File: src/rtl/motion_pkg.sv
// Shared definitions for the multi-zone motion lighting controller:
// zone state encoding, override mode codes and the relay drive rule.
package motion_pkg;

   typedef enum logic [1:0] {
      IDLE   = 2'd0,
      ACTIVE = 2'd1,
      HOLD   = 2'd2
   } zone_state_t;

   localparam logic [1:0] MODE_AUTO = 2'b00;
   localparam logic [1:0] MODE_ON   = 2'b01;
   localparam logic [1:0] MODE_OFF  = 2'b10;

   // Relay drive for a zone given its override mode and whether the zone
   // will be occupied after this edge; the unused code 11 behaves as auto.
   function automatic logic lightDrive(input logic [1:0] mode, input logic busy);
      case (mode)
         MODE_AUTO: return busy;
         MODE_ON:   return 1'b1;
         MODE_OFF:  return 1'b0;
         default:   return busy;
      endcase
   endfunction

endpackage

File: src/rtl/motion_zone.sv
// One lighting zone: two-flop synchroniser, debounce filter, occupancy
// state machine with a retriggerable hold timer, and registered outputs.
module motion_zone #(
   parameter int DEBOUNCE_CYCLES = 4,
   parameter int HOLD_TICKS      = 30,
   parameter int TIMER_W         = 8
) (
   input  logic       i_clk,
   input  logic       i_rst_n,
   input  logic       i_tick,
   input  logic       i_motion,
   input  logic [1:0] i_mode,
   output logic       o_lights_on,
   output logic       o_occupied,
   output logic       o_timeout_pulse
);
   import motion_pkg::*;

   localparam int DB_W = $clog2(DEBOUNCE_CYCLES + 1);
   localparam logic [DB_W-1:0]    DB_LAST   = DB_W'(DEBOUNCE_CYCLES - 1);
   localparam logic [TIMER_W-1:0] HOLD_LOAD = TIMER_W'(HOLD_TICKS);
   localparam logic [TIMER_W-1:0] TIMER_ONE = TIMER_W'(1);

   logic              r_syncStage1;
   logic              r_syncStage2;
   logic              r_filtered;
   logic [DB_W-1:0]   r_dbCount;
   zone_state_t       r_state;
   logic [TIMER_W-1:0] r_timer;
   logic              r_lightsOn;
   logic              r_occupied;
   logic              r_timeoutPulse;

   // Bring the raw PIR pin into the clock domain through two flops.
   always_ff @(posedge i_clk or negedge i_rst_n) begin
      if (!i_rst_n) begin
         r_syncStage1 <= 1'b0;
         r_syncStage2 <= 1'b0;
      end else begin
         r_syncStage1 <= i_motion;
         r_syncStage2 <= r_syncStage1;
      end
   end

   // Accept a new motion level only after it has persisted long enough.
   always_ff @(posedge i_clk or negedge i_rst_n) begin
      if (!i_rst_n) begin
         r_dbCount  <= '0;
         r_filtered <= 1'b0;
      end else if (r_syncStage2 != r_filtered) begin
         if (r_dbCount == DB_LAST) begin
            r_filtered <= r_syncStage2;
            r_dbCount  <= '0;
         end else begin
            r_dbCount <= r_dbCount + 1'b1;
         end
      end else begin
         r_dbCount <= '0;
      end
   end

   // Occupancy state machine; outputs are registered alongside the state.
   always_ff @(posedge i_clk or negedge i_rst_n) begin
      if (!i_rst_n) begin
         r_state        <= IDLE;
         r_timer        <= '0;
         r_lightsOn     <= 1'b0;
         r_occupied     <= 1'b0;
         r_timeoutPulse <= 1'b0;
      end else begin
         r_timeoutPulse <= 1'b0;
         case (r_state)
            IDLE: begin
               if (r_filtered) begin
                  r_state    <= ACTIVE;
                  r_occupied <= 1'b1;
                  r_lightsOn <= lightDrive(i_mode, 1'b1);
               end else begin
                  r_occupied <= 1'b0;
                  r_lightsOn <= lightDrive(i_mode, 1'b0);
               end
            end
            ACTIVE: begin
               if (!r_filtered) begin
                  r_state <= HOLD;
                  r_timer <= HOLD_LOAD;
               end
               r_occupied <= 1'b1;
               r_lightsOn <= lightDrive(i_mode, 1'b1);
            end
            HOLD: begin
               if (r_filtered) begin
                  r_state    <= ACTIVE;
                  r_occupied <= 1'b1;
                  r_lightsOn <= lightDrive(i_mode, 1'b1);
               end else if (i_tick && (r_timer == TIMER_ONE)) begin
                  r_state        <= IDLE;
                  r_timeoutPulse <= 1'b1;
                  r_occupied     <= 1'b0;
                  r_lightsOn     <= lightDrive(i_mode, 1'b0);
               end else begin
                  if (i_tick) begin
                     r_timer <= r_timer - 1'b1;
                  end
                  r_occupied <= 1'b1;
                  r_lightsOn <= lightDrive(i_mode, 1'b1);
               end
            end
            default: begin
               r_state    <= IDLE;
               r_occupied <= 1'b0;
               r_lightsOn <= lightDrive(i_mode, 1'b0);
            end
         endcase
      end
   end

   assign o_lights_on     = r_lightsOn;
   assign o_occupied      = r_occupied;
   assign o_timeout_pulse = r_timeoutPulse;

endmodule

File: src/rtl/motion_zone_controller.sv
// Multi-zone motion lighting controller: a shared hold-timer tick
// prescaler feeding NUM_ZONES independent zone controllers.
module motion_zone_controller #(
   parameter int NUM_ZONES       = 4,
   parameter int DEBOUNCE_CYCLES = 4,
   parameter int TICK_DIV        = 1000,
   parameter int HOLD_TICKS      = 30,
   parameter int TIMER_W         = 8
) (
   input  logic                   i_clk,
   input  logic                   i_rst_n,
   input  logic [NUM_ZONES-1:0]   i_motion_sensor,
   input  logic [2*NUM_ZONES-1:0] i_override_mode,
   output logic [NUM_ZONES-1:0]   o_lights_on,
   output logic [NUM_ZONES-1:0]   o_occupied,
   output logic [NUM_ZONES-1:0]   o_timeout_pulse,
   output logic                   o_any_occupied
);

   localparam int PRE_W = $clog2(TICK_DIV);
   localparam logic [PRE_W-1:0] PRE_LAST = PRE_W'(TICK_DIV - 1);

   logic [PRE_W-1:0] r_prescale;
   logic             w_tick;

   assign w_tick = (r_prescale == PRE_LAST);

   // Free-running prescaler; its terminal count is the shared timer tick.
   always_ff @(posedge i_clk or negedge i_rst_n) begin
      if (!i_rst_n) begin
         r_prescale <= '0;
      end else if (w_tick) begin
         r_prescale <= '0;
      end else begin
         r_prescale <= r_prescale + 1'b1;
      end
   end

   for (genvar g = 0; g < NUM_ZONES; g++) begin : gZone
      motion_zone #(
         .DEBOUNCE_CYCLES (DEBOUNCE_CYCLES),
         .HOLD_TICKS      (HOLD_TICKS),
         .TIMER_W         (TIMER_W)
      ) uZone (
         .i_clk           (i_clk),
         .i_rst_n         (i_rst_n),
         .i_tick          (w_tick),
         .i_motion        (i_motion_sensor[g]),
         .i_mode          (i_override_mode[2*g+1:2*g]),
         .o_lights_on     (o_lights_on[g]),
         .o_occupied      (o_occupied[g]),
         .o_timeout_pulse (o_timeout_pulse[g])
      );
   end

   assign o_any_occupied = |o_occupied;

endmodule
File: config.mk
export PLATFORM = sky130hd
export DESIGN_NAME = motion_zone_controller
export DESIGN_NICKNAME = d
export VERILOG_FILES = /design/src/rtl/motion_pkg.sv /design/src/rtl/motion_zone.sv /design/src/rtl/motion_zone_controller.sv
export SDC_FILE = /design/constraint.sdc
export NUM_CORES = 1
export LEC_CHECK = 0
export BUFFER_PORTS_ARGS = -buffer_cell sky130_fd_sc_hd__buf_2
export CORE_ASPECT_RATIO = 1.5
export CORE_MARGIN = 5
export CORE_UTILIZATION = 65
export CTS_CLUSTER_DIAMETER = 120
export CTS_CLUSTER_SIZE = 20
export DETAILED_ROUTE_END_ITERATION = 7
export PLACE_DENSITY = 0.89
export SYNTH_ARGS = -nofsm -noshare
export SYNTH_HDL_FRONTEND = slang
export SYNTH_SLANG_ARGS = --single-unit
File: constraint.sdc
create_clock -name i_clk -period 3.1 [get_ports i_clk]
set_input_delay 0.62 -clock i_clk [delete_from_list [all_inputs] [get_ports i_clk]]
set_output_delay 0.62 -clock i_clk [all_outputs]
set_load 0.05 [all_outputs]
== Yosys cells after proc, flatten, opt, wreduce, memory -nomap -nowiden ==
Cells that the tools add are included.

* Mux-type cells: 101
* Reduce and logical (&&, ||, !) cells: 25
* $add $sub $neg: 9
* Equal/unequal tests: 53

{| class="wikitable"
|+ Operators by type and width
! cell !! number
|-
| $mux W8 || 16
|-
| $pmux W8 S2 || 4
|-
| $mux W1 || 44
|-
| $eq A8 B1 Y1 const B || 4
|-
| $mux W2 || 16
|-
| $sub A8 B1 Y8 const B || 4
|-
| $ne A2 B2 Y1 const B || 15
|-
| $mux W3 || 8
|-
| $pmux W1 S3 || 8
|-
| $pmux W2 S3 || 4
|-
| $reduce_and A5 Y1 || 4
|-
| $eq A2 B1 Y1 const B || 8
|-
| $eq A2 B2 Y1 const B || 8
|-
| $add A3 B1 Y3 const B || 4
|-
| $eq A3 B2 Y1 const B || 4
|-
| $ne A3 B1 Y1 const B || 4
|-
| $reduce_and A3 Y1 || 4
|-
| $add A10 B1 Y10 const B || 1
|-
| $eq A10 B10 Y1 const B || 1
|-
| $mux W10 || 1
|-
| $ne A2 B1 Y1 const B || 5
|-
| $logic_not A2 Y1 || 4
|-
| $reduce_and A2 Y1 || 4
|-
| $reduce_bool A2 Y1 || 4
|-
| 3 further kinds || 9
|}

* Logic and storage cells: 225
* Output and inout port bits: 13
* Input bits: 14
* Flip-flop bits (word level): 86

== Depth between registers and ports, before layout ==
* Depth in word-level cells: 5
* Depth in mapped cells: 7
* Depth with buffers taken out: 6

== By module ==
Synthesis repeated with hierarchy kept, for this count alone.

* Cells, all modules: 410
* Area, all modules: 4,426.7 um^2

{| class="wikitable"
|+ Modules (own cells, without submodules)
! module !! cells each !! instances !! area an instance (um^2)
|-
| motion_zone at gZone[0].uZone ... || 89 || 3 || 979.7
|-
| motion_zone at gZone[3].uZone || 99 || 1 || 997.2
|-
| motion_zone_controller || 44 || 1 || 490.5
|}

== Least setup slack after synthesis ==
OpenSTA, ideal clock, no wires.

* Kind: reg2reg
* Start: register gZone[1].uZone.r_timer[1]
* End: register gZone[1].uZone.r_timer[6]
* Setup time: 0.131 ns
* Stages on the path, launching flop included: 8
* Path slack: 1.133 ns
* Buffers on the path: 1
* Arrival: 1.835 ns
* Clock period less this slack: 1.967 ns
* Data required time: 2.969 ns
* Cell sequence: dfrtp_1 > inv_1 > ha_1 > or4b_1 > or2_0 > buf_2 > nand4_1 > or3b_1

* Word-level cells in the longest chain between the ends: 5
* Elaborated cells on any way between the ends: 9
* Classes of those cells: add/sub (1); eq/ne (2); mux (4); reduce/logical (2)

{| class="wikitable"
|+ Ends and longest elaborated chain
! element !! line !! RTL
|-
| start: declaration || motion_zone.sv:29 || <nowiki>logic [TIMER_W-1:0] r_timer;</nowiki>
|-
| start signal: assignment || motion_zone.sv:103 || <nowiki>r_timer <= r_timer - 1'b1;</nowiki>
|-
| $sub A8 B1 Y8 || motion_zone.sv:103 ||
|-
| $mux W8 || motion_zone.sv:102 || <nowiki>if (i_tick) begin</nowiki>
|-
| $mux W8 || motion_zone.sv:96 || <nowiki>end else if (i_tick && (r_timer == TIMER_ONE)) begin</nowiki>
|-
| $mux W8 || motion_zone.sv:92 || <nowiki>if (r_filtered) begin</nowiki>
|-
| $pmux W8 S2 || motion_zone.sv:72 || <nowiki>case (r_state)</nowiki>
|}

Parallel ways exist; a longest one is shown, timed or not. The select of a mux whose other input is x is not followed.
A chain may end at the register's enable or synchronous reset.

== Worst setup path after layout ==
* Start: register r_prescale[0]
* End: register gZone[3].uZone.r_timer[7]

* Word-level cells in the longest chain between the ends: 4
* Elaborated cells on any way between the ends: 5
* Classes of those cells: eq/ne (3); reduce/logical (2)

{| class="wikitable"
|+ Ends and longest elaborated chain
! element !! line !! RTL
|-
| start: declaration || motion_zone_controller.sv:23 || <nowiki>logic [PRE_W-1:0] r_prescale;</nowiki>
|-
| start signal: assignment || motion_zone_controller.sv:35 || <nowiki>r_prescale <= r_prescale + 1'b1;</nowiki>
|-
| $eq A10 B10 Y1 (*) || motion_zone_controller.sv:26 || <nowiki>assign w_tick = (r_prescale == PRE_LAST);</nowiki>
|-
| $logic_and A1 B1 Y1 || motion_zone.sv:96 ||
|-
| $ne A2 B2 Y1 (no line) || -- ||
|-
| $reduce_and A5 Y1 (no line) (*) || -- ||
|-
| end signal: assignment || motion_zone.sv:103 ||
|-
| end: declaration || motion_zone.sv:29 ||
|}

Every way passes the cells marked *; elsewhere a longest branch is shown, timed or not.

==> run summary <==
Std-Cell Rows -> 37
Routed Antenna Nets -> 0
Most used DFF post-synth -> dfrtp_1
Clk pwr share -> 0.212
Net Count, Synth -> 497
CTS buffer count -> 9
Outcome -> completed
Net Sw Power -> 1.400 mW
Antenna violations before repair -> 0
Avg WL per Cell -> 15.44 µm
Worst skew pair latency -> 0.36 ns
Clk buf depth -> 2
Total grt overflow -> 0
Clk_skew -> 0.006738 ns
Core area -> 6898 µm²
Post-Syn Area per Cell -> 9.926 µm²
CP arrival -> 2.62 ns
Unrepaired setup endpoints after global routing -> no
Post-synth EDFFs -> 0
Largest family of logic cells by synthesized area -> simple AND/OR/NAND/NOR gates
Initial core utilization -> 0.6691
Worst-Margin Slew -> 1.011 ns
Synth async-reset ratio -> 1.000
XOR/XNOR share of the synthesized area -> 0.01898
Final hold violation count -> 0
Final non-filler cell total -> 558
Synth area leaders -> dfrtp_1 47%, ha_1 4.9%, nor3b_1 2.3%, o21ai_0 2.3%, nor2_1 2.2%
Fin. max-slew vios -> 0
Critical-path cell list -> ha_1 > and4b_1 > nand3_1 > buf_4 > or4_1 > a21oi_1
Area grow syn2layout -> 6.153%
Fraction of the mapped netlist area in compound gates -> 0.1458
Worst Path Buf+Inv -> 1
Crit Path Class -> reg -> reg
Clock Pin Slew Worst Setup and Hold Paths -> 0.08 ns
Post-synthesis mux area share -> 0.02575
Yosys warns -> 0
Max-capacitance violation count -> 0
Drt total wl -> 8615 µm
Die span in x -> 78.81 µm
CP delay by family, top -> simple AND/OR/NAND/NOR gates
Number of global-route vias before repair -> 3466
Residual DRC count -> 0
First-pass GRT wire length -> 15290 µm
Final worst path period need -> 2.329 ns
Max VDD drop -> 502.3 µV
Switching share of power -> 0.3900
PostCTS Resize Cnt -> 0
Synth Area in Adders -> 0.04879
All-Layer GR Usage -> 0.2125
CP max stage cell -> or4_1
Nets -> 508
Die area -> 8921 µm²
Crit Path Max Fanout -> 12
H-tree depth -> 3
CP startpoint kind -> flop
DIE HEIGHT -> 113.2 µm
Post-DP HPWL -> 6213 µm
Placed cells -> 543
Fill cell count -> 516
Leak pwr -> 2.088 nW
Final setup TNS -> 0 ns
Placer Congestion -> 0.8545
Logic gate share of total power -> 0.346
DR iter-0 viols -> 176
Hold_buf cts -> 0
Gate Count Post-Synth -> 465
Largest net degree at the start of global routing -> 87
Seq pwr share -> 0.442
Post-CTS Setup Bufs -> 0
Antenna diodes -> 0
Count of different cell masters after synthesis -> 64
Clock sinks -> 86
Internal cell power -> 2.189 mW
Sequential cell area fraction in the yosys report -> 0.4663
Worst min path class -> in -> reg
Post-synth top area cell -> dfrtp_1
Worst setup EP type -> flop
Commonest cells in the netlist -> 86 x dfrtp_1, 27 x nor2_1, 26 x inv_1
Vias -> 3489
Root Buffer -> clkbuf_8
Period utilization -> 0.7513
CP max stage delay -> 0.50 ns
Number of synthesized register bits -> 86
CTS tree -> yes
Post-synthesis simple-gate area fraction -> 0.2375
Via density -> 6.253
Most frequent cell after synthesis -> dfrtp_1
Layout cell share with drive strength beyond 1 -> 0.1354
IO Pins -> 27
Rel. slew slack -> 0.3261
TritonRoute pass-1 iters -> 4
Post-Syn Area -> 4616 µm²
WP data required -> 3.39 ns
Highest Clock Rate -> 429.3 MHz
# setup viols final -> 0
PwrDens -> 732.3 nW/µm²
IO Port Bufs -> 26
Synth top area share -> 0.4663
cell families after synthesis:
| group | after synthesis |
|---|---|
| xor gates and xnor gates | 10 |
| AOI/OAI and AO/OA | 99 |
| adders and majority gates | 18 |
| muxes | 11 |
| DFF | 86 |
| and+or+nand+nor | 185 |
| buffers and inverters | 56 |
registers in the layout (all words and copies together), names as in the netlist:
register                     cells
gZone.uZone.o_lights_on          4
gZone.uZone.o_occupied           4
gZone.uZone.o_timeout_pulse      4
gZone.uZone.r_dbCount           12
gZone.uZone.r_filtered           4
gZone.uZone.r_state              8
gZone.uZone.r_syncStage1         4
gZone.uZone.r_syncStage2         4
gZone.uZone.r_timer             32
r_prescale                      10
final timing paths:
path,start,to,slack (ns),cells past startpoint
max,r_prescale[0],gZone[3].uZone.r_timer[7],0.77,6
min,i_motion_sensor[3],gZone[3].uZone.r_syncStage1,0.36,1
min reg2reg,gZone[0].uZone.r_syncStage1,gZone[0].uZone.r_syncStage2,0.36,0
max in group asynchronous,i_rst_n,r_prescale[0],2.03,1
max reg2reg,r_prescale[0],gZone[3].uZone.r_timer[7],0.77,6
min in group asynchronous,i_rst_n,gZone[2].uZone.r_dbCount[2],0.42,1
layout make-up:
type	instances	area (µm²)	share of cell area
clock buffers	11	141.4	0.02886
clock inverters	4	47.55	0.009704
inverters	26	97.59	0.01992
multi-input cells	323	2201	0.4492
flip-flops and latches	86	2152	0.4392
well taps	78	97.59	0.01992
repair buffers	30	162.7	0.03320
per-layer routing:
metal	track usage	wire [µm]	vias to the layer above
li1	-	-	1714
met1	0.2546	3703	1687
met2	0.3653	4404	73
met3	0.04140	314	15
met4	0.09802	192	0
met5	0	0	-
per-stage QoR:
stage | setup WS, ns | total power [mW] | utilization | cell area, µm² | hold WS (ns)
final | 0.7709 | 3.588 | 0.7103 | 4900 | 0.3552
after global routing | 0.6083 | 3.836 | 0.7103 | 4900 | 0.3443
after CTS | 0.7760 | 3.609 | 0.7103 | 4900 | 0.3421
after detailed placement | 0.8114 | 2.843 | 0.6829 | 4711 | 0.3363
after global placement | 0.9269 | 2.794 | 0.6829 | 4711 | 0.3332
after floorplan | 1.133 | 2.625 | - | 4616 | 0.3244
cell usage in the layout, fill, tap and decap left out, drive strengths merged, types with 6 or more instances in the layout:
master / n
a21oi: 19
a311oi: 6
a31oi: 12
and2: 6
buf: 30
clkbuf: 11
dfrtp: 86
ha: 18
inv: 26
mux2: 7
nand2: 19
nand2b: 13
nand3: 13
nand4: 9
nor2: 27
nor2b: 14
nor3: 20
nor3b: 14
o21ai: 21
o31ai: 6
or3: 7
or4: 10
power by group through the flow:
stage          combinational [mW]  sequential, mW  clock, mW
2_1_floorplan                1.19            1.44          0
3_3_place_gp                 1.20            1.59          0
3_5_place_dp                 1.24            1.60          0
4_1_cts                      1.25            1.58      0.778
5_1_grt                      1.39            1.63      0.822
6_report                     1.24            1.59      0.759
worst register-to-register path, stage by stage, from the launching register on:
cell and delay [ns]:
dfrtp_1 0.40, ha_1 0.25, and4b_1 0.34, nand3_1 0.33, buf_4 0.29, or4_1 0.50, a21oi_1 0.15
(Power assumes the default switching activity.)
